--- config.mk ---
export PLATFORM = sky130hd
export DESIGN_NAME = top
export DESIGN_NICKNAME = d
export VERILOG_FILES = /design/src/rtl/top_pkg.sv /design/src/rtl/top_uart_tx.sv /design/src/rtl/top.sv
export SDC_FILE = /design/constraint.sdc
export NUM_CORES = 1
export LEC_CHECK = 0
export ABC_AREA = 1
export CORE_ASPECT_RATIO = 1.75
export CORE_MARGIN = 2
export CORE_UTILIZATION = 40
export DETAILED_ROUTE_END_ITERATION = 10
export SYNTH_ARGS = -nofsm -noshare
export SYNTH_HDL_FRONTEND = slang
export SYNTH_SLANG_ARGS = --single-unit
--- constraint.sdc ---
create_clock -name clk -period 5.4 [get_ports clk]
set_input_delay 1.08 -clock clk [delete_from_list [all_inputs] [get_ports clk]]
set_output_delay 1.08 -clock clk [all_outputs]
set_load 0.01 [all_outputs]
--- src/rtl/top_pkg.sv ---
// Shared command/reply codes and state encodings for the UART glitch controller.
package top_pkg;

    localparam logic [7:0] CMD_PING      = 8'h00;
    localparam logic [7:0] CMD_GLITCH    = 8'h01;
    localparam logic [7:0] CMD_STATUS    = 8'h02;
    localparam logic [3:0] CMD_WIDTH_PFX = 4'h1;

    localparam logic [7:0] RPL_PING      = 8'h55;
    localparam logic [7:0] RPL_GLITCH    = 8'h01;
    localparam logic [7:0] RPL_ERR       = 8'hEE;

    typedef enum logic [2:0] {
        ST_IDLE       = 3'd0,
        ST_WAIT_DELAY = 3'd1,
        ST_GLITCH     = 3'd2,
        ST_REPLY      = 3'd3,
        ST_WAIT_TX    = 3'd4
    } ctrl_state_e;

    typedef enum logic [1:0] {
        RX_IDLE  = 2'd0,
        RX_START = 2'd1,
        RX_DATA  = 2'd2,
        RX_STOP  = 2'd3
    } rx_state_e;

    typedef enum logic [1:0] {
        TX_IDLE  = 2'd0,
        TX_START = 2'd1,
        TX_DATA  = 2'd2,
        TX_STOP  = 2'd3
    } tx_state_e;

    function automatic logic is_valid_cmd(input logic [7:0] b);
        return (b == CMD_PING) || (b == CMD_GLITCH) || (b == CMD_STATUS) ||
               (b[7:4] == CMD_WIDTH_PFX);
    endfunction

endpackage

--- src/rtl/top_uart_tx.sv ---
// 8N1 UART transmitter, LSB first; rdy drops the cycle after a byte is latched.
module uart_tx
    import top_pkg::*;
#(
    parameter int CLKS_PER_BIT = 868
) (
    input  logic       clk,
    input  logic       rst,
    input  logic [7:0] data_in,
    input  logic       en,
    output logic       dout,
    output logic       rdy
);

    localparam logic [15:0] BIT_LAST = 16'(CLKS_PER_BIT - 1);

    tx_state_e   r_state;
    logic [15:0] r_cnt;
    logic [2:0]  r_bit;
    logic [7:0]  r_shift;
    logic        r_dout;
    logic        r_rdy;

    assign dout = r_dout;
    assign rdy  = r_rdy;

    // Frame sequencer: start bit, eight data bits, stop bit, each BIT_LAST+1 cycles.
    always_ff @(posedge clk) begin
        if (rst) begin
            r_state <= TX_IDLE;
            r_cnt   <= 16'd0;
            r_bit   <= 3'd0;
            r_shift <= 8'h00;
            r_dout  <= 1'b1;
            r_rdy   <= 1'b1;
        end else begin
            case (r_state)
                TX_IDLE: begin
                    if (en && r_rdy) begin
                        r_shift <= data_in;
                        r_dout  <= 1'b0;
                        r_rdy   <= 1'b0;
                        r_cnt   <= 16'd0;
                        r_state <= TX_START;
                    end
                end
                TX_START: begin
                    if (r_cnt == BIT_LAST) begin
                        r_cnt   <= 16'd0;
                        r_bit   <= 3'd0;
                        r_dout  <= r_shift[0];
                        r_state <= TX_DATA;
                    end else begin
                        r_cnt <= r_cnt + 16'd1;
                    end
                end
                TX_DATA: begin
                    if (r_cnt == BIT_LAST) begin
                        r_cnt <= 16'd0;
                        if (r_bit == 3'd7) begin
                            r_dout  <= 1'b1;
                            r_state <= TX_STOP;
                        end else begin
                            r_bit   <= r_bit + 3'd1;
                            r_dout  <= r_shift[1];
                            r_shift <= r_shift >> 1;
                        end
                    end else begin
                        r_cnt <= r_cnt + 16'd1;
                    end
                end
                TX_STOP: begin
                    if (r_cnt == BIT_LAST) begin
                        r_cnt   <= 16'd0;
                        r_rdy   <= 1'b1;
                        r_state <= TX_IDLE;
                    end else begin
                        r_cnt <= r_cnt + 16'd1;
                    end
                end
                default: begin
                    r_state <= TX_IDLE;
                    r_dout  <= 1'b1;
                    r_rdy   <= 1'b1;
                end
            endcase
        end
    end

endmodule

--- src/rtl/top.sv ---
// UART-commanded glitch controller: host receiver, command FSM, glitch pulse and replies.
module top
    import top_pkg::*;
#(
    parameter int CLKS_PER_BIT = 868,
    parameter int GLITCH_DELAY = 16
) (
    input  logic        clk,
    input  logic        rst,
    input  logic        ftdi_rx,
    input  logic        board1_rx,
    output logic        ftdi_tx,
    output logic        led,
    output logic [15:0] debug_wing
);

    localparam logic [15:0] BIT_LAST   = 16'(CLKS_PER_BIT - 1);
    localparam logic [15:0] HALF_LAST  = 16'(CLKS_PER_BIT / 2 - 1);
    localparam logic [15:0] DELAY_LAST = 16'(GLITCH_DELAY - 1);

    logic        r_rx_meta, r_rx_sync, r_rx_prev;
    logic        r_b1_meta, r_b1_sync;

    rx_state_e   r_rx_state;
    logic [15:0] r_rx_cnt;
    logic [2:0]  r_rx_bit;
    logic [7:0]  r_rx_shift;
    logic [7:0]  r_rx_byte;
    logic        r_rx_valid;

    ctrl_state_e r_state;
    logic [15:0] r_cnt;
    logic        r_glitch;
    logic [4:0]  r_width;
    logic [7:0]  r_gcount;
    logic        r_led;
    logic [7:0]  r_last;
    logic [7:0]  r_reply;
    logic        r_tx_en;
    logic        r_tx_seen_low;

    logic        w_tx_rst, w_tx_dout, w_tx_rdy, w_rx_busy;

    // Two-flop synchronizers; r_rx_prev gives the falling-edge reference.
    always_ff @(posedge clk) begin
        if (!rst) begin
            r_rx_meta <= 1'b1;
            r_rx_sync <= 1'b1;
            r_rx_prev <= 1'b1;
            r_b1_meta <= 1'b1;
            r_b1_sync <= 1'b1;
        end else begin
            r_rx_meta <= ftdi_rx;
            r_rx_sync <= r_rx_meta;
            r_rx_prev <= r_rx_sync;
            r_b1_meta <= board1_rx;
            r_b1_sync <= r_b1_meta;
        end
    end

    // Receiver: mid-bit sampling; a glitchy start or low stop bit drops the byte.
    always_ff @(posedge clk) begin
        if (!rst) begin
            r_rx_state <= RX_IDLE;
            r_rx_cnt   <= 16'd0;
            r_rx_bit   <= 3'd0;
            r_rx_shift <= 8'h00;
            r_rx_byte  <= 8'h00;
            r_rx_valid <= 1'b0;
        end else begin
            r_rx_valid <= 1'b0;
            case (r_rx_state)
                RX_IDLE: begin
                    if (!r_rx_sync && r_rx_prev) begin
                        r_rx_cnt   <= 16'd0;
                        r_rx_state <= RX_START;
                    end
                end
                RX_START: begin
                    if (r_rx_cnt == HALF_LAST) begin
                        r_rx_cnt   <= 16'd0;
                        r_rx_bit   <= 3'd0;
                        r_rx_state <= r_rx_sync ? RX_IDLE : RX_DATA;
                    end else begin
                        r_rx_cnt <= r_rx_cnt + 16'd1;
                    end
                end
                RX_DATA: begin
                    if (r_rx_cnt == BIT_LAST) begin
                        r_rx_cnt   <= 16'd0;
                        r_rx_shift <= {r_rx_sync, r_rx_shift[7:1]};
                        if (r_rx_bit == 3'd7) begin
                            r_rx_state <= RX_STOP;
                        end else begin
                            r_rx_bit <= r_rx_bit + 3'd1;
                        end
                    end else begin
                        r_rx_cnt <= r_rx_cnt + 16'd1;
                    end
                end
                RX_STOP: begin
                    if (r_rx_cnt == BIT_LAST) begin
                        r_rx_cnt   <= 16'd0;
                        r_rx_state <= RX_IDLE;
                        if (r_rx_sync) begin
                            r_rx_byte  <= r_rx_shift;
                            r_rx_valid <= 1'b1;
                        end
                    end else begin
                        r_rx_cnt <= r_rx_cnt + 16'd1;
                    end
                end
                default: r_rx_state <= RX_IDLE;
            endcase
        end
    end

    // Command FSM: decode in IDLE, time the glitch, hand the reply to the transmitter.
    always_ff @(posedge clk) begin
        if (!rst) begin
            r_state       <= ST_IDLE;
            r_cnt         <= 16'd0;
            r_glitch      <= 1'b0;
            r_width       <= 5'd1;
            r_gcount      <= 8'h00;
            r_led         <= 1'b1;
            r_last        <= 8'h00;
            r_reply       <= 8'h00;
            r_tx_en       <= 1'b0;
            r_tx_seen_low <= 1'b0;
        end else begin
            case (r_state)
                ST_IDLE: begin
                    r_tx_en <= 1'b0;
                    if (r_rx_valid) begin
                        r_last <= r_rx_byte;
                        if (is_valid_cmd(r_rx_byte)) begin
                            r_led <= ~r_led;
                        end
                        if (r_rx_byte == CMD_PING) begin
                            r_reply <= RPL_PING;
                            r_state <= ST_REPLY;
                        end else if (r_rx_byte == CMD_GLITCH) begin
                            r_cnt   <= 16'd0;
                            r_state <= ST_WAIT_DELAY;
                        end else if (r_rx_byte == CMD_STATUS) begin
                            r_reply <= {r_gcount[6:0], r_b1_sync};
                            r_state <= ST_REPLY;
                        end else if (r_rx_byte[7:4] == CMD_WIDTH_PFX) begin
                            r_width <= {1'b0, r_rx_byte[3:0]} + 5'd1;
                            r_reply <= r_rx_byte;
                            r_state <= ST_REPLY;
                        end else begin
                            r_reply <= RPL_ERR;
                            r_state <= ST_REPLY;
                        end
                    end
                end
                ST_WAIT_DELAY: begin
                    if (r_cnt == DELAY_LAST) begin
                        r_cnt    <= 16'd0;
                        r_glitch <= 1'b1;
                        r_gcount <= r_gcount + 8'd1;
                        r_state  <= ST_GLITCH;
                    end else begin
                        r_cnt <= r_cnt + 16'd1;
                    end
                end
                ST_GLITCH: begin
                    if (r_cnt == 16'(r_width) - 16'd1) begin
                        r_cnt    <= 16'd0;
                        r_glitch <= 1'b0;
                        r_reply  <= RPL_GLITCH;
                        r_state  <= ST_REPLY;
                    end else begin
                        r_cnt <= r_cnt + 16'd1;
                    end
                end
                ST_REPLY: begin
                    if (w_tx_rdy) begin
                        r_tx_en       <= 1'b1;
                        r_tx_seen_low <= 1'b0;
                        r_state       <= ST_WAIT_TX;
                    end
                end
                ST_WAIT_TX: begin
                    r_tx_en <= 1'b0;
                    if (!w_tx_rdy) begin
                        r_tx_seen_low <= 1'b1;
                    end else if (r_tx_seen_low) begin
                        r_state <= ST_IDLE;
                    end
                end
                default: begin
                    r_state  <= ST_IDLE;
                    r_glitch <= 1'b0;
                    r_tx_en  <= 1'b0;
                end
            endcase
        end
    end

    assign w_tx_rst  = ~rst;
    assign w_rx_busy = (r_rx_state != RX_IDLE);

    uart_tx #(.CLKS_PER_BIT(CLKS_PER_BIT)) u_uart_tx (
        .clk     (clk),
        .rst     (w_tx_rst),
        .data_in (r_reply),
        .en      (r_tx_en),
        .dout    (w_tx_dout),
        .rdy     (w_tx_rdy)
    );

    assign ftdi_tx    = w_tx_dout;
    assign led        = r_led;
    assign debug_wing = {r_last, 2'b00, ~w_tx_rdy, w_rx_busy, r_b1_sync,
                         w_tx_dout, r_rx_sync, r_glitch};

endmodule

Word level (Yosys, flattened, before mapping)
Cells that the tools add are included.
Storage, ports and cells
  word-level logic and storage cells: 197
  register bits: 126
Operators by class
  bitwise gates (word level): 7
  mux-type cells: 70
  reduce and logical (&&, ||, !) cells: 43
  add/sub/neg operators: 8
  eq/ne operators: 42
Operators by type and width (count)
  $mux W16: 10
  $pmux W16 S3: 2
  $mux W8: 9
  $add A16 B1 Y16 const B: 3
  $mux W3: 12
  $eq A16 B10 Y1 const B: 2
  $pmux W16 S2: 1
  $pmux W8 S2: 2
  $ne A2 B2 Y1 const B: 14
  $mux W2: 13
  $reduce_and A4 Y1: 6
  $reduce_and A3 Y1: 6
  $eq A16 B16 Y1: 1
  $eq A16 B4 Y1 const B: 1
  $eq A16 B9 Y1 const B: 1
  $pmux W2 S4: 2
  $pmux W3 S5: 1
  $ne A2 B1 Y1 const B: 7
  $reduce_bool A2 Y1: 7
  $pmux W3 S2: 2
  $reduce_and A6 Y1: 2
  $mux W1: 11
  $reduce_and A5 Y1: 2
  $eq A3 B3 Y1 const B: 3
  25 further kinds: 50

Longest topological paths before layout
  word-level depth: 7
  gate-level depth with buffers: 15

Hierarchy
A second synthesis with hierarchy kept.
Second synthesis, totals
  cell total of the unflattened synthesis: 994
  area, all modules: 6822.8 µm²
By module, submodules not included
  top: times used 1, area an instance 4991.0 µm², seq. area each 1881.8 µm², cells an instance 731
  uart_tx: times used 1, area an instance 1831.8 µm², seq. area each 620.6 µm², cells an instance 263

Worst setup path after synthesis
Ideal clock, no wire load.
  path kind: in2reg
  start point: input rst
  end point: register r_cnt[10]
  buffers on the path: 2
  setup time: 0.132 ns
  arrival: 1.727 ns
  path slack: 3.541 ns
  cell stages on the path: 4
  required time: 5.268 ns
  cells stage by stage: inv_1 > clkbuf_1 > clkbuf_1 > a21oi_1
RTL lines
  start, declared: line top.sv:9  | input logic rst,
  end signal, assigned: line top.sv:166  | r_cnt <= r_cnt + 16'd1;
  end signal, assigned: line top.sv:176  | r_cnt <= r_cnt + 16'd1;
  end, declared: line top.sv:32  | logic [15:0] r_cnt;
No word-level cell between the ends.

Worst setup path after layout
  start point: register r_rx_state[0]
  end point: output debug_wing[4]
Between the ends
  word-level cells in the longest chain between the ends: 1
RTL lines
  start, declared: line top.sv:24  | rx_state_e r_rx_state;
  start signal, assigned: line top.sv:83  | r_rx_state <= r_rx_sync ? RX_IDLE : RX_DATA;
  $reduce_bool A2 Y1: line top.sv:204  | assign w_rx_busy = (r_rx_state != RX_IDLE);
  end, declared: line top.sv:14  | output logic [15:0] debug_wing
No other way between the ends.

==> run metrics <==
GPL Wtd Cong=about 0.87; fin cells=1,160; R2R cell count=8; status=complete, no violations; Final Cycle Share=0.491; CTS tree=done; clock slew seen by the registers of the worst setup and hold paths=0.06 ns; global-route wire length before repair=25,100 microns; Layout area overhead=12.7%; final instance area=0.00736 sq mm; Syn. warnings=0; share of cells above drive strength 1=0.0886; number of port buffers=19; area of the mapped netlist=0.00654 sq mm; initial DRC count=~220; total number of vias=5,897; main combinational cell family by area after synthesis=simple AND/OR/NAND/NOR gates; post-place instance area=0.00679 sq mm; Slew HR=0.616; Post-synth EDFFs=0; max_cap viols=0; CP Capture Type=output pin; Synth area leader=dfxtp_1; critical path data required time=4.32 ns; initial antenna violation count=0; dpl hpwl=10,700 microns; GRT met3 Usage=0.0384; post-synth top area share=0.383; Placeable Area=between 0.015 and 0.02 sq mm; Longest Clk Path Bufs=2; total CTS buffers=17; Synth async-reset ratio=0; Synth Area in Simple Gates=0.318; Mapped Cells=948; Hold Vio Cnt, Final=0; fill cell count=1,634; post-route minimum period=2.65 ns; largest cells by area after synthesis=dfxtp_1 38%, nand2_1 12%, a21oi_1 7.0%; Worst-Margin Slew=0.576 ns; pwr/cell area=419 mW/mm^2; # rows=just over 60; Routed WL=about 15,000 microns; wire per inst=12.7 microns; setup bufs post-CTS=0; R2R Setup Slk=between 3 and 4 ns; post-synthesis sequential area ratio=0.383; die area=between 0.015 and 0.02 sq mm; Die Width=101 microns; GRT Residual Overflow=0; post-synth cell types=43; commonest cells after routing, fill and taps aside=210 x nand2_1, 125 x dfxtp_1, 107 x inv_1, 106 x nor2_1, 91 x a21oi_1; grt met2 use=0.331; post_cts resized=0; drt drc=0; Setup crit start kind=flop; WP data arrival=1.57 ns; Setup crit start=r_rx_state[0]; final core utilization=0.462; RR Endpoint=u_uart_tx.r_shift[6]; total track usage=0.176; Worst-Skew Late Latency=roughly 0.42 ns; DR vias/cell=just over 5; worst hold margin=0.413 ns; TNS Setup=0 ns; Nets=a little under 1k; Setup Viol. Count Final=0; Placed Cells=1,128; post-synthesis compound-gate area fraction=0.138; DR pass1 iterations=4; CP endpoint=debug_wing[4]; r2r startpoint=u_uart_tx.r_state[0]; post-synthesis mux area share=0; CTS sink cnt=125; Routed Antenna Nets=0; critical path class=reg -> out; vias in the first global route=5,800; Final Max Tran Viols=0; syn_area_per_cell=roughly 6.9 sq um; hold buffers post-CTS=0; M1 GR Usage=0.180; Primary FF master, synth=dfxtp_1; number of synthesized register bits=125; largest net degree at the start of global routing=between 50 and 60; I/O Pins=22; Fin Clk Skew=0.0114 ns; worst vdd ir=228 uV; Die Y=173 microns; Post-Synth Adder-Cell Area=0.0383; RSZ-0062 raised after global routing=false; worst hold path class=reg -> reg; Leakage Power=approximately 3.0 nW; initial core utilization=0.410; Root Buffer Master=clkbuf_16; crit-path max FO=8; htree depth=4; layer with the highest usage=met2; commonest non-fill, non-tap cell in the layout=nand2_1; achievable frequency=approximately 380 MHz; antenna cells=0; Synth Area in XOR/XNOR=0.0241
[state kept, by name, summed over array words and instances (netlist names), 2 cells and up, named ones only]
register	flops
r_rx_byte	8
u_uart_tx.r_cnt	16
r_state	3
u_uart_tx.r_shift	8
r_rx_shift	8
r_rx_bit	3
u_uart_tx.r_bit	3
r_rx_cnt	16
r_last	8
r_gcount	7
r_reply	8
u_uart_tx.r_state	2
r_cnt	16
r_width	5
[cells by family (layout without fill, tap and decap cells)]
family	count (synthesis)	count (layout)
buffers and inverters	151	173
adders and majority gates	20	20
and+or+nand+nor	463	463
other	1	2
DFF	125	125
AOI/OAI and AO/OA	170	170
xor gates and xnor gates	18	18
[how the worst min path moves through the flow]
stage | start | to | slack, ns | cells past startpoint
finish | r_rx_meta | r_rx_sync | 0.41 | 1
floorplan | r_b1_meta | r_b1_sync | 0.39 | 1
global route | r_rx_meta | r_rx_sync | 0.42 | 1
global placement | r_b1_meta | r_b1_sync | 0.40 | 1
detailed placement | r_rx_meta | r_rx_sync | 0.41 | 1
CTS | r_rx_meta | r_rx_sync | 0.42 | 1
[Yosys cell counts (all sizes together) (4+ instances only)]
library cell / count
nor3: 24
a21oi: 96
nand2: 220
clkbuf: 14
buf: 17
nor2: 114
nor4: 8
nand3: 69
inv: 118
a211oi: 4
o22ai: 6
or2: 8
a31oi: 4
nand4: 15
o21ai: 57
xor2: 15
dfxtp: 125
ha: 20
[metal layers]
layer | wire length [microns] | up-vias
met1 | 5880 | 2671
met2 | 8020 | 89
li1 | - | 3102
met3 | 378 | 35
met4 | 424 | 0
met5 | 0 | -
[worst max-delay path, stage by stage, from the launching register on]
cell and delay [ns]:
dfxtp_1 0.46, nor2_1 0.09, inv_2 0.07, clkdlybuf4s50_1 0.53
[through the flow]
step / total power (W) / setup slack (ns)
2_1_floorplan: 0.00180 / 3.54
3_3_place_gp: 0.00199 / 2.66
3_5_place_dp: 0.00200 / 2.65
4_1_cts: 0.00312 / 2.73
5_1_grt: 0.00329 / 2.67
6_report: 0.00308 / 2.75
[final cells by class]
class	instances	area [sq um]	share of cell area
inverters	120	450	0.0612
multi-input cells	673	3400	0.462
clock buffers	18	429	0.0583
flip-flops and latches	125	2500	0.340
clock inverters	14	146	0.0199
well taps	189	236	0.0321
repair buffers	21	200	0.0272
[power breakdown]
group / switching, W / internal (W) / leakage [nW]
combinational: 0.000608 / 0.000269 / 1.69
sequential: 0.0000718 / 0.00102 / 1.01
clock: 0.000436 / 0.000679 / 0.276
total: 0.00112 / 0.00197 / 2.98
Power figures use the tool's default switching activity.
